[config.mk]
export PLATFORM = sky130hd
export DESIGN_NAME = alu_iter
export DESIGN_NICKNAME = d
export VERILOG_FILES = /design/src/rtl/alu_pkg.sv /design/src/rtl/alu_mul_iter.sv /design/src/rtl/alu_iter.sv
export SDC_FILE = /design/constraint.sdc
export NUM_CORES = 1
export LEC_CHECK = 0
export ABC_AREA = 1
export CAP_MARGIN = 0
export CORE_ASPECT_RATIO = 1.2
export CORE_UTILIZATION = 55
export DETAILED_ROUTE_END_ITERATION = 6
export PLACE_DENSITY = 0.74
export SYNTH_ARGS = -nofsm -noshare
export SYNTH_HDL_FRONTEND = slang
export SYNTH_SLANG_ARGS = --single-unit
[constraint.sdc]
create_clock -name clk_i -period 4.14 [get_ports clk_i]
set_clock_uncertainty 0.2 [all_clocks]
set_input_delay 0.414 -clock clk_i [delete_from_list [all_inputs] [get_ports clk_i]]
set_output_delay 0.414 -clock clk_i [all_outputs]
set_load 0.01 [all_outputs]
[src/rtl/alu_pkg.sv]
// Shared definitions for the iterative ALU.
// Provides the 3-bit operation codes (also consumed by the ALU control
// decoder) and the controller state type.
package alu_pkg;

  localparam logic [2:0] ADD = 3'b000;
  localparam logic [2:0] SUB = 3'b001;
  localparam logic [2:0] AND = 3'b010;
  localparam logic [2:0] OR  = 3'b011;
  localparam logic [2:0] MUL = 3'b100;

  typedef enum logic {
    ST_IDLE = 1'b0,
    ST_MUL  = 1'b1
  } state_e;

endpackage

[src/rtl/alu_mul_iter.sv]
// Shift-add multiplier datapath: one iteration per step, low WIDTH product
// bits kept.
// Configuration: ALU_ITER_EARLY_EXIT_EN ends the multiply as soon as the
// remaining multiplier is zero; otherwise exactly WIDTH iterations run.
// Ports:
//   clk_i      clock, rising edge
//   rst_i      synchronous active-high reset (clears all datapath state)
//   load_i     load operands, clear accumulator and counter
//   step_i     perform one shift-add iteration this edge
//   mcand_i    multiplicand to load
//   mplier_i   multiplier to load
//   done_o     this step is the final iteration
//   product_o  accumulator value after the current iteration
module alu_mul_iter
  import alu_pkg::*;
#(
  parameter int WIDTH = 32
) (
  input  logic             clk_i,
  input  logic             rst_i,
  input  logic             load_i,
  input  logic             step_i,
  input  logic [WIDTH-1:0] mcand_i,
  input  logic [WIDTH-1:0] mplier_i,
  output logic             done_o,
  output logic [WIDTH-1:0] product_o
);

  localparam int CW = $clog2(WIDTH + 1);

  logic [WIDTH-1:0] mcand_q, mcand_d;
  logic [WIDTH-1:0] mplier_q, mplier_d;
  logic [WIDTH-1:0] acc_q, acc_d;
  logic [CW-1:0]    cnt_q, cnt_d;
  logic [WIDTH-1:0] acc_next;
  logic             last_iter;

  always_comb begin
    acc_next  = acc_q + (mplier_q[0] ? mcand_q : '0);
    last_iter = (cnt_q == CW'(WIDTH - 1));
`ifdef ALU_ITER_EARLY_EXIT_EN
    // Remaining multiplier bits all zero: further iterations add nothing.
    done_o = step_i && (last_iter || ((mplier_q >> 1) == '0));
`else
    done_o = step_i && last_iter;
`endif
    product_o = acc_next;
  end

  always_comb begin
    mcand_d  = mcand_q;
    mplier_d = mplier_q;
    acc_d    = acc_q;
    cnt_d    = cnt_q;
    if (load_i) begin
      mcand_d  = mcand_i;
      mplier_d = mplier_i;
      acc_d    = '0;
      cnt_d    = '0;
    end else if (step_i) begin
      mcand_d  = mcand_q << 1;
      mplier_d = mplier_q >> 1;
      acc_d    = acc_next;
      cnt_d    = cnt_q + CW'(1);
    end
  end

  always_ff @(posedge clk_i) begin
    if (rst_i) begin
      mcand_q  <= '0;
      mplier_q <= '0;
      acc_q    <= '0;
      cnt_q    <= '0;
    end else begin
      mcand_q  <= mcand_d;
      mplier_q <= mplier_d;
      acc_q    <= acc_d;
      cnt_q    <= cnt_d;
    end
  end

endmodule

[src/rtl/alu_iter.sv]
// Iterative ALU: add/sub/and/or in one cycle, multiply via an iterative
// shift-add sub-module. Unused codes return zero.
// Configuration: ALU_ITER_EARLY_EXIT_EN (see alu_mul_iter) shortens the
// multiply latency; results are identical in both builds.
// Ports:
//   clk_i      clock, rising edge
//   rst_i      synchronous active-high reset, priority over start_i
//   start_i    operation request, accepted when ready_o=1
//   ALUCtrl_i  opcode: 000 add, 001 sub, 010 and, 011 or, 100 mul
//   data1_i    first operand / multiplicand
//   data2_i    second operand / multiplier
//   ready_o    idle and able to accept start_i
//   valid_o    one-cycle pulse marking a new result
//   data_o     registered result, held until the next result
//   zero_o     registered data_o==0 flag
module alu_iter
  import alu_pkg::*;
#(
  parameter int WIDTH = 32
) (
  input  logic             clk_i,
  input  logic             rst_i,
  input  logic             start_i,
  input  logic [2:0]       ALUCtrl_i,
  input  logic [WIDTH-1:0] data1_i,
  input  logic [WIDTH-1:0] data2_i,
  output logic             ready_o,
  output logic             valid_o,
  output logic [WIDTH-1:0] data_o,
  output logic             zero_o
);

  state_e           state_q, state_d;
  logic [WIDTH-1:0] data_q, data_d;
  logic             zero_q, zero_d;
  logic             valid_q, valid_d;
  logic [WIDTH-1:0] alu_res;
  logic             accept;
  logic             mul_load;
  logic             mul_done;
  logic [WIDTH-1:0] mul_prod;

  always_comb begin
    case (ALUCtrl_i)
      ADD:     alu_res = data1_i + data2_i;
      SUB:     alu_res = data1_i - data2_i;
      AND:     alu_res = data1_i & data2_i;
      OR:      alu_res = data1_i | data2_i;
      default: alu_res = '0;
    endcase
  end

  assign accept   = start_i && (state_q == ST_IDLE);
  assign mul_load = accept && (ALUCtrl_i == MUL);

  alu_mul_iter #(
    .WIDTH (WIDTH)
  ) u_mul (
    .clk_i     (clk_i),
    .rst_i     (rst_i),
    .load_i    (mul_load),
    .step_i    (state_q == ST_MUL),
    .mcand_i   (data1_i),
    .mplier_i  (data2_i),
    .done_o    (mul_done),
    .product_o (mul_prod)
  );

  always_comb begin
    state_d = state_q;
    data_d  = data_q;
    zero_d  = zero_q;
    valid_d = 1'b0;
    case (state_q)
      ST_IDLE: begin
        if (mul_load) begin
          state_d = ST_MUL;
        end else if (accept) begin
          data_d  = alu_res;
          zero_d  = (alu_res == '0);
          valid_d = 1'b1;
        end
      end
      ST_MUL: begin
        if (mul_done) begin
          data_d  = mul_prod;
          zero_d  = (mul_prod == '0);
          valid_d = 1'b1;
          state_d = ST_IDLE;
        end
      end
      default: state_d = ST_IDLE;
    endcase
  end

  always_ff @(posedge clk_i) begin
    if (rst_i) begin
      state_q <= ST_IDLE;
      data_q  <= '0;
      zero_q  <= 1'b1;
      valid_q <= 1'b0;
    end else begin
      state_q <= state_d;
      data_q  <= data_d;
      zero_q  <= zero_d;
      valid_q <= valid_d;
    end
  end

  assign ready_o = (state_q == ST_IDLE);
  assign valid_o = valid_q;
  assign data_o  = data_q;
  assign zero_o  = zero_q;

endmodule
==> key figures <==
Layout
  • Most common library cell in the layout ignoring fill and taps: nand2_1
  • Final #Nets: ~2.5k
  • Layout cells sized above 1: 12.4%
  • Register area: 0.00274 mm²
  • Fin area: 0.0151 mm²
  • Ant. Diodes: 0
  • Final core utilization: 70.0%
  • P&R area growth vs syn: 25.2%
  • Multi-input gate area: 0.00802 mm²
  • # fillers: between 1.5k and 2k
  • Most frequent cells in the layout: nand2_1, inv_1, nor2_1

Route
  • DR vias: 14.3k
  • Via density: between 5 and 6
  • Post-route ant nets: 0
  • DRT Pass-1 Iters: 5
  • DRC: 0
  • 1st-iter DRT viols: between 1k and 1.5k
  • Final wirelength: roughly 40 mm
  • Avg WL per Cell: between 15 and 20 µm

Setup path
  • Crit path required time: roughly 4.3 ns
  • CP max stage cell: ha_1
  • Crit end category: flop
  • Critical path class: primary input to flop
  • CP max stage delay: between 0.3 and 0.4 ns
  • Setup crit start kind: primary input
  • WP data arrival: 4.10 ns
  • CP Max Fanout: 5
  • CP dominant cell by count: buf_4

Floorplan
  • Die ar.: around 0.023 mm²
  • Row count: 59
  • Die width: between 100 and 150 µm
  • Initial core utilization: a little under three fifths
  • Die height: between 150 and 200 µm
  • # IOs: about 110
  • Core ar.: ~0.022 mm²

STA
  • Max Clk Rate: 0.254 GHz
  • Setup TNS: 0 ns
  • Final Max Slew Viols: 0
  • Final hold violations: 0
  • Slew @ Worst Pin: about 1 ns
  • Period utilization: 95.0%
  • Final setup violation count: 0
  • Fin crit period: 3.93 ns
  • Worst slew margin: 34.7%

GRT
  • Antenna violations before repair: 0
  • Congestion Overflow GR: 0
  • Largest net degree at the start of global routing: between 70 and 80
  • Vias in the first global route: between 10k and 15k
  • Total GRT Usage: 36.5%
  • First-pass GRT wire length: roughly 64 mm

Placement
  • Placer congestion estimate: just under 1
  • Post-DP Area: approximately 0.014 mm²
  • DP HPWL: between 30 and 40 mm
  • Port buffer count: approximately 100

Synthesis
  • Top_reg_cell synth: dfxtp_1
  • Cell Area, Synth: 0.0121 mm²
  • Post-synth EDFFs: 0
  • Seq/Total Area, Yosys: a little under a quarter
  • Synthesized net count: approximately 2.3k
  • #FFs+latches synth: about 140
  • Syn Area/Cell: ~5.7 µm²
  • Ys async rst share: 0%
  • Post-Syn Instances: roughly 2.1k
  • Yosys warning count: 0
  • Unique masters post-synth: 46

Clock tree
  • CTS tree: built
  • Worst skew pair latency: approximately 0.43 ns
  • Root Driver: clkbuf_16
  • H-tree depth: 4
  • CTS sink count: 137
  • CTS Hold Bufs: 0
  • TritonCTS Buffers: 17
  • Clock buffer depth: 2
  • Clk slew on worst S/H paths: approximately 0.060 ns

Power
  • Total power: 4.12 mW
  • Power density cells: roughly 270 mW/mm²
  • Leak pwr: 7.97 nW
  • VDD IR max: 0.333 mV

Job
  • Max-Cap Viols: 0

Hold path
  • Hold crit path type: flop to flop

Run status
  • Outcome: complete, no violations
-- cells in the mapped netlist, types with 2 or more instances --
cell type  number  share of area, %
fa_1            2              0.33
nand3b_1       12              0.75
nor3b_1         2              0.12
ha_1           66               6.8
o21a_1          4              0.25
nand3_2         7              0.58
o21bai_1        6              0.37
o21ai_0        69               2.9
nand2_1       757                23
o21ai_2         3              0.22
inv_2          10              0.31
nand4_1        22               1.1
inv_1         311               9.7
nor2_1        187               5.8
buf_1           8              0.25
and2_1          2              0.10
nor3_1         12              0.50
buf_4           3              0.19
dfxtp_1       137                23
nand3_1       133               5.5
xnor2_1         8              0.58
a21oi_2         4              0.29
nor2_4          2              0.19
nor3_2          4              0.33
nor2_2         10              0.52
clkbuf_1       39               1.2
buf_2          16              0.66
or2_2           3              0.16
or2_1           3              0.16
a21oi_1       110               4.6
o211ai_1       14              0.87
xor2_1         34               2.5
o21ai_1         3              0.12
nand2_2        21               1.1
a31oi_1        78               4.0
-- cell type report --
type / instances / area share, %
Timing Repair Buffer: 263 / 14.9
Tap cell: 274 / 2.26
Sequential cell: 137 / 18.1
Clock inverter: 14 / 0.925
Multi-Input combinational cell: 1587 / 53.0
Inverter: 321 / 7.97
Clock buffer: 18 / 2.83
-- power by group --
part	total (mW)	leakage (nW)	internal (mW)	switching, mW
Sequential	1.40	1.11	1.37	0.0336
Clock	1.50	0.274	0.842	0.655
Combinational	1.22	6.58	0.517	0.708
-- routing by layer --
layer,up-vias,routed length (µm),GRT usage (%)
met1,6476,17100,46.4
met5,-,0,0
li1,7146,-,-
met3,123,2740,4.11
met2,564,18600,61.6
met4,0,1730,16.4
-- worst max-delay path, delay by kind of cell --
kind / cells / cell delay (ns)
fa+ha+maj: 1 / 0.31
simple gates: 17 / 1.42
buf+inv: 15 / 1.80
compound gates: 1 / 0.17
-- logic make-up (layout without fill, tap and decap cells) --
| family | count (synthesis) | count (layout) | share of synthesized area (%) |
|---|---|---|---|
| AND/OR/NAND/NOR | 1180 | 1180 | 40.6 |
| buffers and inverters | 389 | 616 | 12.4 |
| AO/OA/AOI/OAI | 297 | 297 | 14.1 |
| flip-flops | 137 | 137 | 22.7 |
| adder cells (fa/ha/maj) | 68 | 68 | 7.16 |
| XOR/XNOR | 42 | 42 | 3.04 |
-- registers in the layout, indices dropped and copies added (netlist names) --
| name | flops |
|---|---|
| data_o | 32 |
| zero_o | 1 |
| u_mul.cnt_q | 6 |
| state_q | 1 |
| valid_o | 1 |
| u_mul.mplier_q | 32 |
| u_mul.mcand_q | 32 |
| u_mul.acc_q | 32 |
-- timing repair --
action                                  in CTS  in global routing
gates resized for setup                     15                 33
pin swaps                                   25                 17
buffers inserted                            12                  3
endpoints found under the setup margin       1                 12
-- metrics by stage --
stage	worst slack, ns	hold slack (ns)	instances
global placement	-0.523	0.257	2567
global route	-0.00459	0.288	2614
floorplan	0.617	0.240	2113
detailed placement	-0.507	0.261	2567
finish	0.208	0.268	2614
CTS	0.00414	0.271	2611
-- path summary, 6_finish.rpt --
check	start	end	slack, ns	depth (start not counted)
max	data2_i[1]	zero_o$_SDFFE_PP1P_	0.21	34
min	u_mul.acc_q[15]$_SDFFE_PP0P_	u_mul.acc_q[15]$_SDFFE_PP0P_	0.27	2
max reg2reg	u_mul.mplier_q[0]$_SDFFE_PP0P_	zero_o$_SDFFE_PP1P_	0.81	18
min reg2reg	u_mul.acc_q[15]$_SDFFE_PP0P_	u_mul.acc_q[15]$_SDFFE_PP0P_	0.27	2
Note: power is estimated with default switching activity, not from simulation.
